File: src/rtl/coin_disp_fmt_if.sv
// Load/done handshake and display result bundle between the coin datapath and the
// money-to-display formatter.
interface coin_disp_fmt_if #(
  parameter int unsigned VAL_W      = 8,
  parameter int unsigned INT_DIGITS = 2
);
  logic                    load;
  logic [VAL_W-1:0]        value;
  logic                    busy;
  logic                    done;
  logic [4*INT_DIGITS-1:0] int_bcd;
  logic [3:0]              frac_bcd;
  logic                    dp;
  logic [INT_DIGITS-1:0]   blank;
  logic                    ovf;

  modport master (
    output load, value,
    input  busy, done, int_bcd, frac_bcd, dp, blank, ovf
  );

  modport slave (
    input  load, value,
    output busy, done, int_bcd, frac_bcd, dp, blank, ovf
  );
endinterface

File: src/rtl/coin_disp_fmt.sv
// Coin total to BCD display formatter: serial double-dabble conversion, one bit per clock,
// with half-unit tenths digit, leading-zero blanking and saturation on overflow.
module coin_disp_fmt #(
  parameter int unsigned VAL_W      = 8,
  parameter int unsigned INT_DIGITS = 2,
  parameter int unsigned HALF_UNIT  = 1,
  parameter int unsigned BLANK_LZ   = 1
) (
  input logic             clk,
  input logic             rst,
  coin_disp_fmt_if.slave  disp
);

  localparam int unsigned IW = VAL_W - HALF_UNIT;

  function automatic int unsigned dec_digits(int unsigned w);
    longint unsigned v;
    int unsigned     n;
    v = (64'd1 << w) - 64'd1;
    n = 1;
    for (int k = 0; k < 20; k++) begin
      if (v >= 64'd10) begin
        v = v / 64'd10;
        n++;
      end
    end
    return n;
  endfunction

  function automatic longint unsigned pow10(int unsigned n);
    longint unsigned p;
    p = 64'd1;
    for (int unsigned k = 0; k < n; k++) p = p * 64'd10;
    return p;
  endfunction

  // Guard nibbles let the accumulator hold any IW-bit value before saturation is applied.
  localparam int unsigned NumDig = dec_digits(IW);
  localparam int unsigned AccD   = (NumDig > INT_DIGITS) ? NumDig : INT_DIGITS;
  localparam int unsigned AccW   = 4 * AccD;
  localparam int unsigned CntW   = $clog2(IW + 1);
  localparam longint unsigned MaxInt = pow10(INT_DIGITS) - 64'd1;
  localparam logic [INT_DIGITS-1:0] RstBlank =
      (BLANK_LZ != 0) ? ~INT_DIGITS'(1) : '0;

  localparam logic [1:0] StIdle   = 2'd0;
  localparam logic [1:0] StShift  = 2'd1;
  localparam logic [1:0] StFinish = 2'd2;

  logic [1:0]              state_q, state_d;
  logic [IW-1:0]           sh_q, sh_d;
  logic [AccW-1:0]         acc_q, acc_d, adj;
  logic [CntW-1:0]         cnt_q, cnt_d;
  logic                    half_q, half_d;
  logic                    ovf_cap_q, ovf_cap_d;
  logic [4*INT_DIGITS-1:0] int_q, int_d, fin_int;
  logic [3:0]              frac_q, frac_d;
  logic [INT_DIGITS-1:0]   blank_q, blank_d, fin_blank;
  logic                    ovf_q, ovf_d;
  logic                    done_q, done_d;
  logic [IW-1:0]           i_cap;
  logic                    h_cap, fin_half, seen_nz;

  assign i_cap = IW'(disp.value >> HALF_UNIT);
  assign h_cap = (HALF_UNIT != 0) && disp.value[0];

  always_comb begin
    adj = acc_q;
    for (int d = 0; d < int'(AccD); d++) begin
      if (acc_q[4*d+:4] >= 4'd5) adj[4*d+:4] = acc_q[4*d+:4] + 4'd3;
    end
  end

  // Final result: saturate on overflow, then blank zeros above the highest nonzero digit.
  always_comb begin
    fin_int   = ovf_cap_q ? {INT_DIGITS{4'h9}} : acc_q[4*INT_DIGITS-1:0];
    fin_half  = ovf_cap_q ? (HALF_UNIT != 0) : half_q;
    fin_blank = '0;
    seen_nz   = 1'b0;
    for (int i = int'(INT_DIGITS) - 1; i >= 0; i--) begin
      seen_nz      = seen_nz | (fin_int[4*i+:4] != 4'd0);
      fin_blank[i] = (BLANK_LZ != 0) && (i != 0) && !seen_nz;
    end
  end

  always_comb begin
    state_d   = state_q;
    sh_d      = sh_q;
    acc_d     = acc_q;
    cnt_d     = cnt_q;
    half_d    = half_q;
    ovf_cap_d = ovf_cap_q;
    int_d     = int_q;
    frac_d    = frac_q;
    blank_d   = blank_q;
    ovf_d     = ovf_q;
    done_d    = 1'b0;
    unique case (state_q)
      StIdle: begin
        if (disp.load) begin
          sh_d      = i_cap;
          half_d    = h_cap;
          acc_d     = '0;
          cnt_d     = '0;
          ovf_cap_d = 64'(i_cap) > MaxInt;
          state_d   = StShift;
        end
      end
      StShift: begin
        acc_d = AccW'({adj, sh_q[IW-1]});
        sh_d  = sh_q << 1;
        cnt_d = cnt_q + 1'b1;
        if (cnt_q == CntW'(IW - 1)) state_d = StFinish;
      end
      StFinish: begin
        int_d   = fin_int;
        frac_d  = fin_half ? 4'd5 : 4'd0;
        ovf_d   = ovf_cap_q;
        blank_d = fin_blank;
        done_d  = 1'b1;
        state_d = StIdle;
      end
      default: state_d = StIdle;
    endcase
  end

  always_ff @(posedge clk or posedge rst) begin
    if (rst) begin
      state_q   <= StIdle;
      sh_q      <= '0;
      acc_q     <= '0;
      cnt_q     <= '0;
      half_q    <= 1'b0;
      ovf_cap_q <= 1'b0;
      int_q     <= '0;
      frac_q    <= '0;
      blank_q   <= RstBlank;
      ovf_q     <= 1'b0;
      done_q    <= 1'b0;
    end else begin
      state_q   <= state_d;
      sh_q      <= sh_d;
      acc_q     <= acc_d;
      cnt_q     <= cnt_d;
      half_q    <= half_d;
      ovf_cap_q <= ovf_cap_d;
      int_q     <= int_d;
      frac_q    <= frac_d;
      blank_q   <= blank_d;
      ovf_q     <= ovf_d;
      done_q    <= done_d;
    end
  end

  assign disp.busy     = (state_q != StIdle);
  assign disp.done     = done_q;
  assign disp.int_bcd  = int_q;
  assign disp.frac_bcd = frac_q;
  assign disp.dp       = (HALF_UNIT != 0);
  assign disp.blank    = blank_q;
  assign disp.ovf      = ovf_q;

endmodule

File: src/flat_wrapper.sv
// flat-port wrapper written by rule: the top's interface ports become plain ports
module coin_disp_fmt_flat 
#(
  parameter int unsigned VAL_W      = 8,
  parameter int unsigned INT_DIGITS = 2,
  parameter int unsigned HALF_UNIT  = 1,
  parameter int unsigned BLANK_LZ   = 1
)
  (clk, rst, disp_load, disp_value, disp_busy, disp_done, disp_int_bcd, disp_frac_bcd, disp_dp, disp_blank, disp_ovf);
  coin_disp_fmt_if #(.VAL_W(VAL_W), .INT_DIGITS(INT_DIGITS)) disp_i ();
  input logic clk;
  input logic rst;
  input wire logic [$bits(disp_i.load)-1:0] disp_load;
  input wire logic [$bits(disp_i.value)-1:0] disp_value;
  output wire logic [$bits(disp_i.busy)-1:0] disp_busy;
  output wire logic [$bits(disp_i.done)-1:0] disp_done;
  output wire logic [$bits(disp_i.int_bcd)-1:0] disp_int_bcd;
  output wire logic [$bits(disp_i.frac_bcd)-1:0] disp_frac_bcd;
  output wire logic [$bits(disp_i.dp)-1:0] disp_dp;
  output wire logic [$bits(disp_i.blank)-1:0] disp_blank;
  output wire logic [$bits(disp_i.ovf)-1:0] disp_ovf;
  assign disp_i.load = disp_load;
  assign disp_i.value = disp_value;
  assign disp_busy = disp_i.busy;
  assign disp_done = disp_i.done;
  assign disp_int_bcd = disp_i.int_bcd;
  assign disp_frac_bcd = disp_i.frac_bcd;
  assign disp_dp = disp_i.dp;
  assign disp_blank = disp_i.blank;
  assign disp_ovf = disp_i.ovf;
  coin_disp_fmt #(.VAL_W(VAL_W), .INT_DIGITS(INT_DIGITS), .HALF_UNIT(HALF_UNIT), .BLANK_LZ(BLANK_LZ)) u_core (.clk(clk), .rst(rst), .disp(disp_i));
endmodule
File: config.mk
export PLATFORM = sky130hd
export DESIGN_NAME = coin_disp_fmt_flat
export DESIGN_NICKNAME = d
export VERILOG_FILES = /design/src/rtl/coin_disp_fmt_if.sv /design/src/rtl/coin_disp_fmt.sv /design/src/flat_wrapper.sv
export SDC_FILE = /design/constraint.sdc
export NUM_CORES = 1
export LEC_CHECK = 0
export BUFFER_PORTS_ARGS = -buffer_cell sky130_fd_sc_hd__buf_2
export CAP_MARGIN = 20
export CORE_ASPECT_RATIO = 0.7
export CORE_MARGIN = 2
export CORE_UTILIZATION = 35
export DETAILED_ROUTE_END_ITERATION = 10
export REMOVE_ABC_BUFFERS = 1
export SYNTH_ARGS = -nofsm -noshare
export SYNTH_HDL_FRONTEND = slang
export SYNTH_SLANG_ARGS = --single-unit
File: constraint.sdc
create_clock -name clk -period 2.1 [get_ports clk]
set_input_delay 0.105 -clock clk [delete_from_list [all_inputs] [get_ports clk]]
set_output_delay 0.105 -clock clk [all_outputs]
set_load 0.005 [all_outputs]
==> results.md, run 1 <==
* Hold crit path type: primary input to flop
* Met3 usage at 4.49%
* Initial Util at 36.3%
* Total Power at 2.78 mW
* Global Route Usage Sum at 13.5%
* Post-synth EDFFs at 0
* Synth cell types at 37
* Antenna-violating nets left at 0
* Vias at 1261
* Worst Clk Skew at 0.00701 ns
* Layer with the highest usage: met1
* Final Critical Period at 1.55 ns
* P&R area growth vs syn at 16.0%
* Critical path launch point type: flop
* TritonCTS buffer count at 5
* Die Y at 62.7 um
* Final Setup Violations at 0
* Nets at 214
* Wire per inst at 12.0 um
* Layout cell share with drive strength beyond 1 at 21.2%
* TritonCTS clock tree: built
* Required time worst endpoint at 2.29 ns
* Commonest cells post-synth: dfrtp_1, nand2_1, o21ai_0
* Top cell type by total area after synthesis: dfrtp_1
* Final TNS setup at 0 ns
* Longest Clk Path Bufs at 2
* Root Driver: clkbuf_8
* CTS clk-pin slew, worst paths at 0.07 ns
* First-pass GRT wire length at 5750 um
* CTS resizes at 0
* Clk sinks at 34
* DRT iter0 DRCs at 41
* Largest net degree at the start of global routing at 35
* Post-Synthesis Cells at 173
* H-Tree Depth at 2
* Synth Cell Area at 1730 um^2
* WP data arrival at 1.74 ns
* Max IR drop VDD at 0.692 mV
* Syn Area/Cell at 9.97 um^2
* Synth Register Bits at 34
* Dpl hpwl at 2280 um
* Async SR Flop Fraction at 100%
* Port bufs at 24
* YS warnings at 0
* Pleak at 0.969 nW
* Final Max Slew Viols at 0
* Gpl congestion at 0.765
* Crit path capture type: flop
* Hold buffers post-CTS at 1
* Crit share post-route at 73.8%
* Drt total wl at 3210 um
* Die ar. at 5520 um^2
* Ranking of synthesized cells by area: dfrtp_1, o21ai_0, ha_1
* Chip Width at 87.9 um
* Run status: completed
* Dominant synthesized flop cell: dfrtp_1
* # IOs at 29
* Met2 GRT Util at 18.0%
* Crit Path Class: flop to flop
* Max-cap violations at 0
* Grt ovf at 0
* Most numerous cell in the Yosys netlist: dfrtp_1
* Antenna diode count at 0
* Final hold vios at 0
* Std-Cell Rows at 21
* CP Max Fanout at 14
* Via density at 4.72
* Initial antenna violation count at 0
* Grt met1 use at 19.8%
* Fmax at 0.645 GHz
* Placeable core area at 4760 um^2
* Top-area cell type share of the netlist area at 47.9%
* Unrepaired setup endpoints after global routing: false
* Vias in the first global route at 1201
* # DRC at 0
* Register area share after synthesis at 49.4%
* Post-CTS Repair Setup Buffers at 0
* Clk_lat worst skew at 0.28 ns
* Drt pass-1 iters at 4
* PwrDens at 1390 nW/um^2
==> layout make-up <==
class | instances | area [um^2]
well taps | 69 | 86.3
clock buffers | 7 | 86.3
clock inverters | 1 | 30.0
flip-flops and latches | 34 | 852
fillers | 479 | 2760
repair buffers | 29 | 160
inverters | 11 | 41.3
multi-input cells | 116 | 744
==> registers in the layout (all words and copies together) (netlist names) <==
name                  flops
u_core.ovf_cap_q          1
u_core.disp.blank         1
u_core.cnt_q              3
u_core.disp.done          1
u_core.disp.frac_bcd      1
u_core.disp.ovf           1
u_core.disp.int_bcd       8
u_core.half_q             1
u_core.sh_q               7
u_core.acc_q              8
u_core.state_q            2
==> through the flow <==
step / utilization [%] / hold WS (ns) / cells / worst slack, ns / cell area, um^2
2_1_floorplan: - / 0.246 / 161 / 0.500 / 1640
6_report: 42.1 / 0.0590 / 267 / 0.549 / 2000
5_1_grt: 42.1 / 0.0437 / 267 / 0.412 / 2000
3_3_place_gp: 39.4 / 0.227 / 258 / 0.596 / 1870
3_5_place_dp: 39.4 / 0.228 / 258 / 0.542 / 1870
4_1_cts: 42.1 / 0.0479 / 267 / 0.528 / 2000
==> worst max-delay path, stage by stage, from the launching register on <==
cell and delay [ns]:
dfrtp_1 0.61, nand2b_1 0.35, buf_4 0.28, o31ai_1 0.21
==> report_power, final <==
| group | internal, mW | leakage (nW) | total, mW | switching (mW) |
|---|---|---|---|---|
| clock | 0.387 | 0.0585 | 0.623 | 0.236 |
| combinational | 0.487 | 0.470 | 0.998 | 0.511 |
| sequential | 0.912 | 0.441 | 1.16 | 0.249 |
| total | 1.79 | 0.969 | 2.78 | 0.996 |
==> cell families (layout without fill, tap and decap cells) <==
kind of cell,Yosys count,after routing,share of synthesized area [%]
AO/OA/AOI/OAI,53,53,20.0
XOR/XNOR,1,1,0.508
adder cells (fa/ha/maj),6,6,4.35
buffers and inverters,25,48,7.90
flip-flops,34,34,49.4
multiplexers,4,4,2.97
other,2,4,0.435
AND/OR/NAND/NOR,48,48,14.4
==> cell usage in the layout (no fill, tap or decap), types with 2 or more instances in the layout <==
| cell | n |
|---|---|
| nor2_1 | 7 |
| nor2b_1 | 4 |
| dfrtp_1 | 33 |
| o21a_1 | 2 |
| ha_1 | 6 |
| and2b_1 | 6 |
| conb_1 | 4 |
| o21ai_0 | 16 |
| buf_2 | 24 |
| o2111ai_1 | 4 |
| nand2_1 | 20 |
| a21oi_1 | 9 |
| a22o_1 | 2 |
| mux2_4 | 2 |
| clkbuf_8 | 6 |
| o31ai_1 | 5 |
| nand2b_1 | 5 |
| a22oi_1 | 6 |
| buf_4 | 4 |
| o211ai_1 | 4 |
| inv_1 | 11 |
==> layer usage <==
layer / share of wire, % / wire length, um / vias to the layer above
met4: 1.3 / 41 / 0
met2: 40 / 1290 / 30
li1: - / - / 642
met5: 0 / 0 / -
met1: 53 / 1700 / 584
met3: 5.5 / 178 / 5
==> final timing paths <==
| kind | start | to | slack [ns] | cells after the start |
|---|---|---|---|---|
| setup / recovery | u_core.state_q[1]$_DFFE_PP0P_ | u_core.disp.int_bcd[6]$_DFFE_PP0P_ | 0.55 | 3 |
| hold / removal | disp_value[0] | u_core.half_q$_DFFE_PP0P_ | 0.06 | 2 |
| setup reg to reg | u_core.state_q[1]$_DFFE_PP0P_ | u_core.disp.int_bcd[6]$_DFFE_PP0P_ | 0.55 | 3 |
| hold reg to reg | u_core.disp.int_bcd[5]$_DFFE_PP0P_ | u_core.disp.int_bcd[5]$_DFFE_PP0P_ | 0.48 | 2 |
| max in group asynchronous | rst | u_core.disp.blank[1]$_DFFE_PP1P_ | 1.31 | 4 |
| min in group asynchronous | rst | u_core.disp.frac_bcd[0]$_DFFE_PP0P_ | 0.45 | 4 |
Power figures use the tool's default switching activity.
==> run 2: changes to the inputs <==
--- a/config.mk
+++ b/config.mk
@@ -5,6 +5,7 @@
 export SDC_FILE = /design/constraint.sdc
 export NUM_CORES = 1
 export LEC_CHECK = 0
+export ABC_AREA = 1
 export BUFFER_PORTS_ARGS = -buffer_cell sky130_fd_sc_hd__buf_2
 export CAP_MARGIN = 20
 export CORE_ASPECT_RATIO = 0.7
==> constraint.sdc (replaced) <==
create_clock -name clk -period 1.3 [get_ports clk]
set_input_delay 0.065 -clock clk [delete_from_list [all_inputs] [get_ports clk]]
set_output_delay 0.065 -clock clk [all_outputs]
set_load 0.005 [all_outputs]
==> results.md, run 2 <==
* Via density at 4.63
* CP bufs+invs at 2
* Placeable core area at 4730 um^2
* Crit share post-route at 93.1%
* Fmax at 0.826 GHz
* Die Y at 62.4 um
* Async SR Flop Fraction at 100%
* Pleak at 1.04 nW
* Syn Area/Cell at 8.89 um^2
* Slowest CP cell: dfrtp_1
* Post-synth EDFFs at 0
* H-Tree Depth at 2
* Most numerous cell in the Yosys netlist: nand2_1
* Crit path depth at 5
* Die ar. at 5460 um^2
* Initial antenna violation count at 0
* P&R area growth vs syn at 19.7%
* Largest net degree at the start of global routing at 35
* Reg2Reg Depth at 5
* Crit Path Class: flop to flop
* Post-Synthesis Cells at 192
* CTS clk-pin slew, worst paths at 0.07 ns
* Hold Crit Depth at 3
* TritonCTS clock tree: built
* Gpl congestion at 0.768
* Drt total wl at 3450 um
* Required time worst endpoint at 1.48 ns
* Hold crit path type: primary input to flop
* Design Area, Final at 2040 um^2
* PwrDens at 2360 nW/um^2
* Clk_lat worst skew at 0.29 ns
* Vias at 1329
* Final Max Slew Viols at 0
* CP Max Fanout at 9
* Longest Clk Path Bufs at 2
* Ranking of synthesized cells by area: dfrtp_1, nand2_1, inv_1
* Drt pass-1 iters at 4
* Fillers at 485
* # IOs at 29
* Commonest non-fill, non-tap cell in the layout: nand2_1
* Wire per inst at 12.0 um
* Std-Cell Rows at 21
* Synth Cell Area at 1710 um^2
* WP data arrival at 1.39 ns
* Antenna diode count at 0
* Dpl hpwl at 2410 um
* Top-area cell type share of the netlist area at 48.4%
* Synth Register Bits at 34
* Top cell type by total area after synthesis: dfrtp_1
* First-pass GRT wire length at 5720 um
* Clk sinks at 34
* Final Setup Violations at 0
* Grt ovf at 0
* Layout cell share with drive strength beyond 1 at 28.3%
* Inst Count DP at 272
* TritonCTS buffer count at 5
* Dominant synthesized flop cell: dfrtp_1
* Register area share after synthesis at 49.9%
* Critical path launch point type: flop
* Synth cell types at 28
* DRT iter0 DRCs at 62
* Most frequent cells in the layout: nand2_1, dfrtp_1, buf_2
* Max-cap violations at 0
* Global Route Usage Sum at 13.8%
* Nets at 246
* Largest delay share family, worst path: flip-flops
* YS warnings at 0
* Port bufs at 24
* Crit path capture type: flop
* Final Critical Period at 1.21 ns
* Worst Clk Skew at 0.00793 ns
* Initial Util at 36.1%
* Max IR drop VDD at 0.845 mV
* # DRC at 0
* Root Driver: clkbuf_8
* Crit-path max cell delay at 0.46 ns
* Final hold vios at 0
* Run status: completed
* Placed cell area at 1880 um^2
* Chip Width at 87.5 um
* Min Hold Slack at 0.0688 ns
* Finished Layout Cells at 287
* Antenna-violating nets left at 0
* Commonest cells post-synth: nand2_1, dfrtp_1, inv_1
* Vias in the first global route at 1221
* CP Cell Sequence: inv_2 > nand2_4 > inv_4 > nand2_2 > o22a_1
run 2: cell type report:
cell class	count	area (um^2)	area share (%)
Clock buffer	6	82.6	4.04
Clock inverter	2	12.5	0.612
Inverter	29	116	5.70
Multi-Input combinational cell	124	698	34.2
Sequential cell	34	852	41.7
Tap cell	57	71.3	3.49
Timing Repair Buffer	35	210	10.3
run 2: cells by family (layout without fill, tap and decap cells):
logic type               after synthesis  after routing  synth area share [%]
buffers and inverters                 36             72                  10.2
AO/OA/AOI/OAI                         36             36                  14.4
XOR/XNOR                               1              1                 0.513
adder cells (fa/ha/maj)                6              6                  4.40
AND/OR/NAND/NOR                       77             77                  20.1
other                                  2              4                 0.440
flip-flops                            34             34                  49.9
run 2: per-stage QoR:
step,setup WS [ns],utilization (%),TNS (ns),power (mW)
after global routing,-0.0103,43.2,-0.0103,5.31
after global placement,0.0411,39.7,0,3.89
after CTS,0.0129,42.3,0,4.77
final,0.0892,43.2,0,4.83
after detailed placement,0.0268,39.7,0,3.92
after floorplan,0.148,-,0,3.27
run 2: report_power, final:
group,internal (mW),switching (mW)
Clock,0.426,0.401
Sequential,1.54,0.304
Combinational,0.900,1.26
Total,2.86,1.96
run 2: worst paths after layout:
| kind | startpoint | endpoint | slack, ns |
|---|---|---|---|
| max | u_core.state_q[0]$_DFFE_PP0P_ | u_core.disp.frac_bcd[0]$_DFFE_PP0P_ | 0.09 |
| min | disp_value[3] | u_core.ovf_cap_q$_DFFE_PP0P_ | 0.07 |
| max reg2reg | u_core.state_q[0]$_DFFE_PP0P_ | u_core.disp.frac_bcd[0]$_DFFE_PP0P_ | 0.09 |
| min reg2reg | u_core.disp.int_bcd[6]$_DFFE_PP0P_ | u_core.disp.int_bcd[6]$_DFFE_PP0P_ | 0.48 |
| max in group asynchronous | rst | u_core.disp.blank[1]$_DFFE_PP1P_ | 0.55 |
| min in group asynchronous | rst | u_core.acc_q[0]$_DFFE_PP0P_ | 0.41 |
run 2: timing repair:
action                                  in CTS  in global routing
hold endpoints to repair                    35                  0
endpoints found under the setup margin       0                  5
hold buffers                                 3                  0
resized for setup                            0                  5
setup buffers                                0                  4
run 2: tightest hold or removal path, cell delays in order:
cell	delay [ns]
buf_2	0.09
nor3_1	0.04
o22ai_1	0.12
run 2: metal layers:
metal / GRT usage (%) / routed length [um]
met5: 0 / 0
met4: 5.77 / 52
met3: 4.36 / 167
met2: 18.5 / 1380
met1: 20.2 / 1850
==> run 3: changes to the inputs <==
--- a/config.mk
+++ b/config.mk
@@ -5,7 +5,6 @@
 export SDC_FILE = /design/constraint.sdc
 export NUM_CORES = 1
 export LEC_CHECK = 0
-export ABC_AREA = 1
 export BUFFER_PORTS_ARGS = -buffer_cell sky130_fd_sc_hd__buf_2
 export CAP_MARGIN = 20
 export CORE_ASPECT_RATIO = 0.7
==> results.md, run 3 (same netlist as run 1, synthesis figures left out) <==
* Run status: completed
* Crit path capture type: flop
* Commonest non-fill, non-tap cell in the layout: dfrtp_1
* Port bufs at 24
* Hold crit path type: primary input to flop
* Critical path launch point type: flop
* TritonCTS buffer count at 5
* Die Y at 62.7 um
* Final TNS setup at 0 ns
* Layout cell share with drive strength beyond 1 at 34.4%
* First-pass GRT wire length at 5800 um
* Chip Width at 87.9 um
* WP data arrival at 1.44 ns
* Die ar. at 5520 um^2
* FF-to-FF Start: u_core.state_q[1]$_DFFE_PP0P_
* Design Area, Final at 2230 um^2
* CTS clk-pin slew, worst paths at 0.07 ns
* Max-cap violations at 0
* Slowest CP cell: dfrtp_2
* Required time worst endpoint at 1.47 ns
* # IOs at 29
* Most frequent cells in the layout: dfrtp_1, buf_2, nand2_1, buf_4, o21ai_0
* Vias in the first global route at 1192
* Pleak at 1.10 nW
* Dpl hpwl at 2410 um
* Nets at 234
* Largest net degree at the start of global routing at 35
* Std-Cell Rows at 21
* P&R area growth vs syn at 29.2%
* PwrDens at 2360 nW/um^2
* Crit Path Class: flop to flop
* Unrepaired setup endpoints after global routing: true
* Crit share post-route at 97.5%
* Clk_lat worst skew at 0.29 ns
* Grt ovf at 0
* Final Setup Violations at 0
* Gpl congestion at 0.817
* Placeable core area at 4760 um^2
* CP bufs+invs at 1
* Placed cell area at 1970 um^2
* CP Max Fanout at 6
* Fmax at 0.789 GHz
* TritonCTS clock tree: built
* Initial Util at 36.3%
* Final hold vios at 0
* Initial antenna violation count at 0
* Root Driver: clkbuf_8
* Max IR drop VDD at 0.973 mV
* CP startpoint: u_core.state_q[1]$_DFFE_PP0P_
* Clk sinks at 34
* Largest delay share family, worst path: flip-flops
* Antenna diode count at 0
* Final Critical Period at 1.27 ns
* Via density at 4.70
* Wire per inst at 12.4 um
* Worst Clk Skew at 0.00574 ns
* Antenna-violating nets left at 0
* Longest Clk Path Bufs at 2
* Drt pass-1 iters at 4
* Crit-path max cell delay at 0.41 ns
* Global Route Usage Sum at 14.0%
* Min-delay src: disp_value[0]
* Total Power at 5.26 mW
* CP Cell Sequence: buf_4 > nor2b_4 > and2b_4 > mux2_4
* Vias at 1348
* H-Tree Depth at 2
* DRT iter0 DRCs at 53
* # DRC at 0
* Drt total wl at 3570 um
* Final Max Slew Viols at 0
-- run 3: what timing repair did --
item                       CTS  global route
setup buffers                6             0
setup endpoints to repair    5            15
hold buffers                 1             0
hold endpoints to repair    33             0
resized for setup            5            19
pin swaps                    2             6
gates cloned                 0             1
-- run 3: per-layer routing --
layer / share of wire [%] / global-route usage, % / up-vias
li1: - / - / 676
met1: 52 / 21.0 / 633
met2: 41 / 18.6 / 32
met3: 4.8 / 4.36 / 7
met4: 1.3 / 5.00 / 0
met5: 0 / 0 / -
-- run 3: worst paths after layout --
path / to / slack, ns / depth (start not counted)
worst max-delay path: u_core.half_q$_DFFE_PP0P_ / 0.03 / 4
worst min-delay path: u_core.half_q$_DFFE_PP0P_ / 0.02 / 2
worst max register to register: u_core.half_q$_DFFE_PP0P_ / 0.03 / 4
worst min register to register: u_core.disp.int_bcd[5]$_DFFE_PP0P_ / 0.47 / 2
max in group asynchronous: u_core.state_q[1]$_DFFE_PP0P_ / 0.56 / 4
min in group asynchronous: u_core.disp.int_bcd[6]$_DFFE_PP0P_ / 0.41 / 4
-- run 3: area by class of cell --
cell class	instances	area (um^2)
sequential	34	853
multi-input combinational	116	791
tap	69	86.3
timing repair buffer	49	319
clock inverter	3	68.8
clock buffer	5	68.8
fill	473	2530
inverter	11	41.3
-- run 3: stage by stage --
step / hold WS, ns / setup WS (ns) / std cells / util [%]
2_1_floorplan: 0.206 / -0.300 / 161 / -
3_3_place_gp: 0.185 / 0.0426 / 271 / 41.5
3_5_place_dp: 0.183 / -0.00601 / 271 / 41.5
4_1_cts: 0.0136 / 0.0157 / 286 / 45.8
5_1_grt: 0.0122 / -0.0146 / 287 / 46.9
6_report: 0.0235 / 0.0322 / 287 / 46.9
-- run 3: where the power goes --
group	internal [mW]	total, mW	switching, mW
sequential	1.48	1.81	0.331
combinational	1.20	2.29	1.09
clock	0.768	1.17	0.401
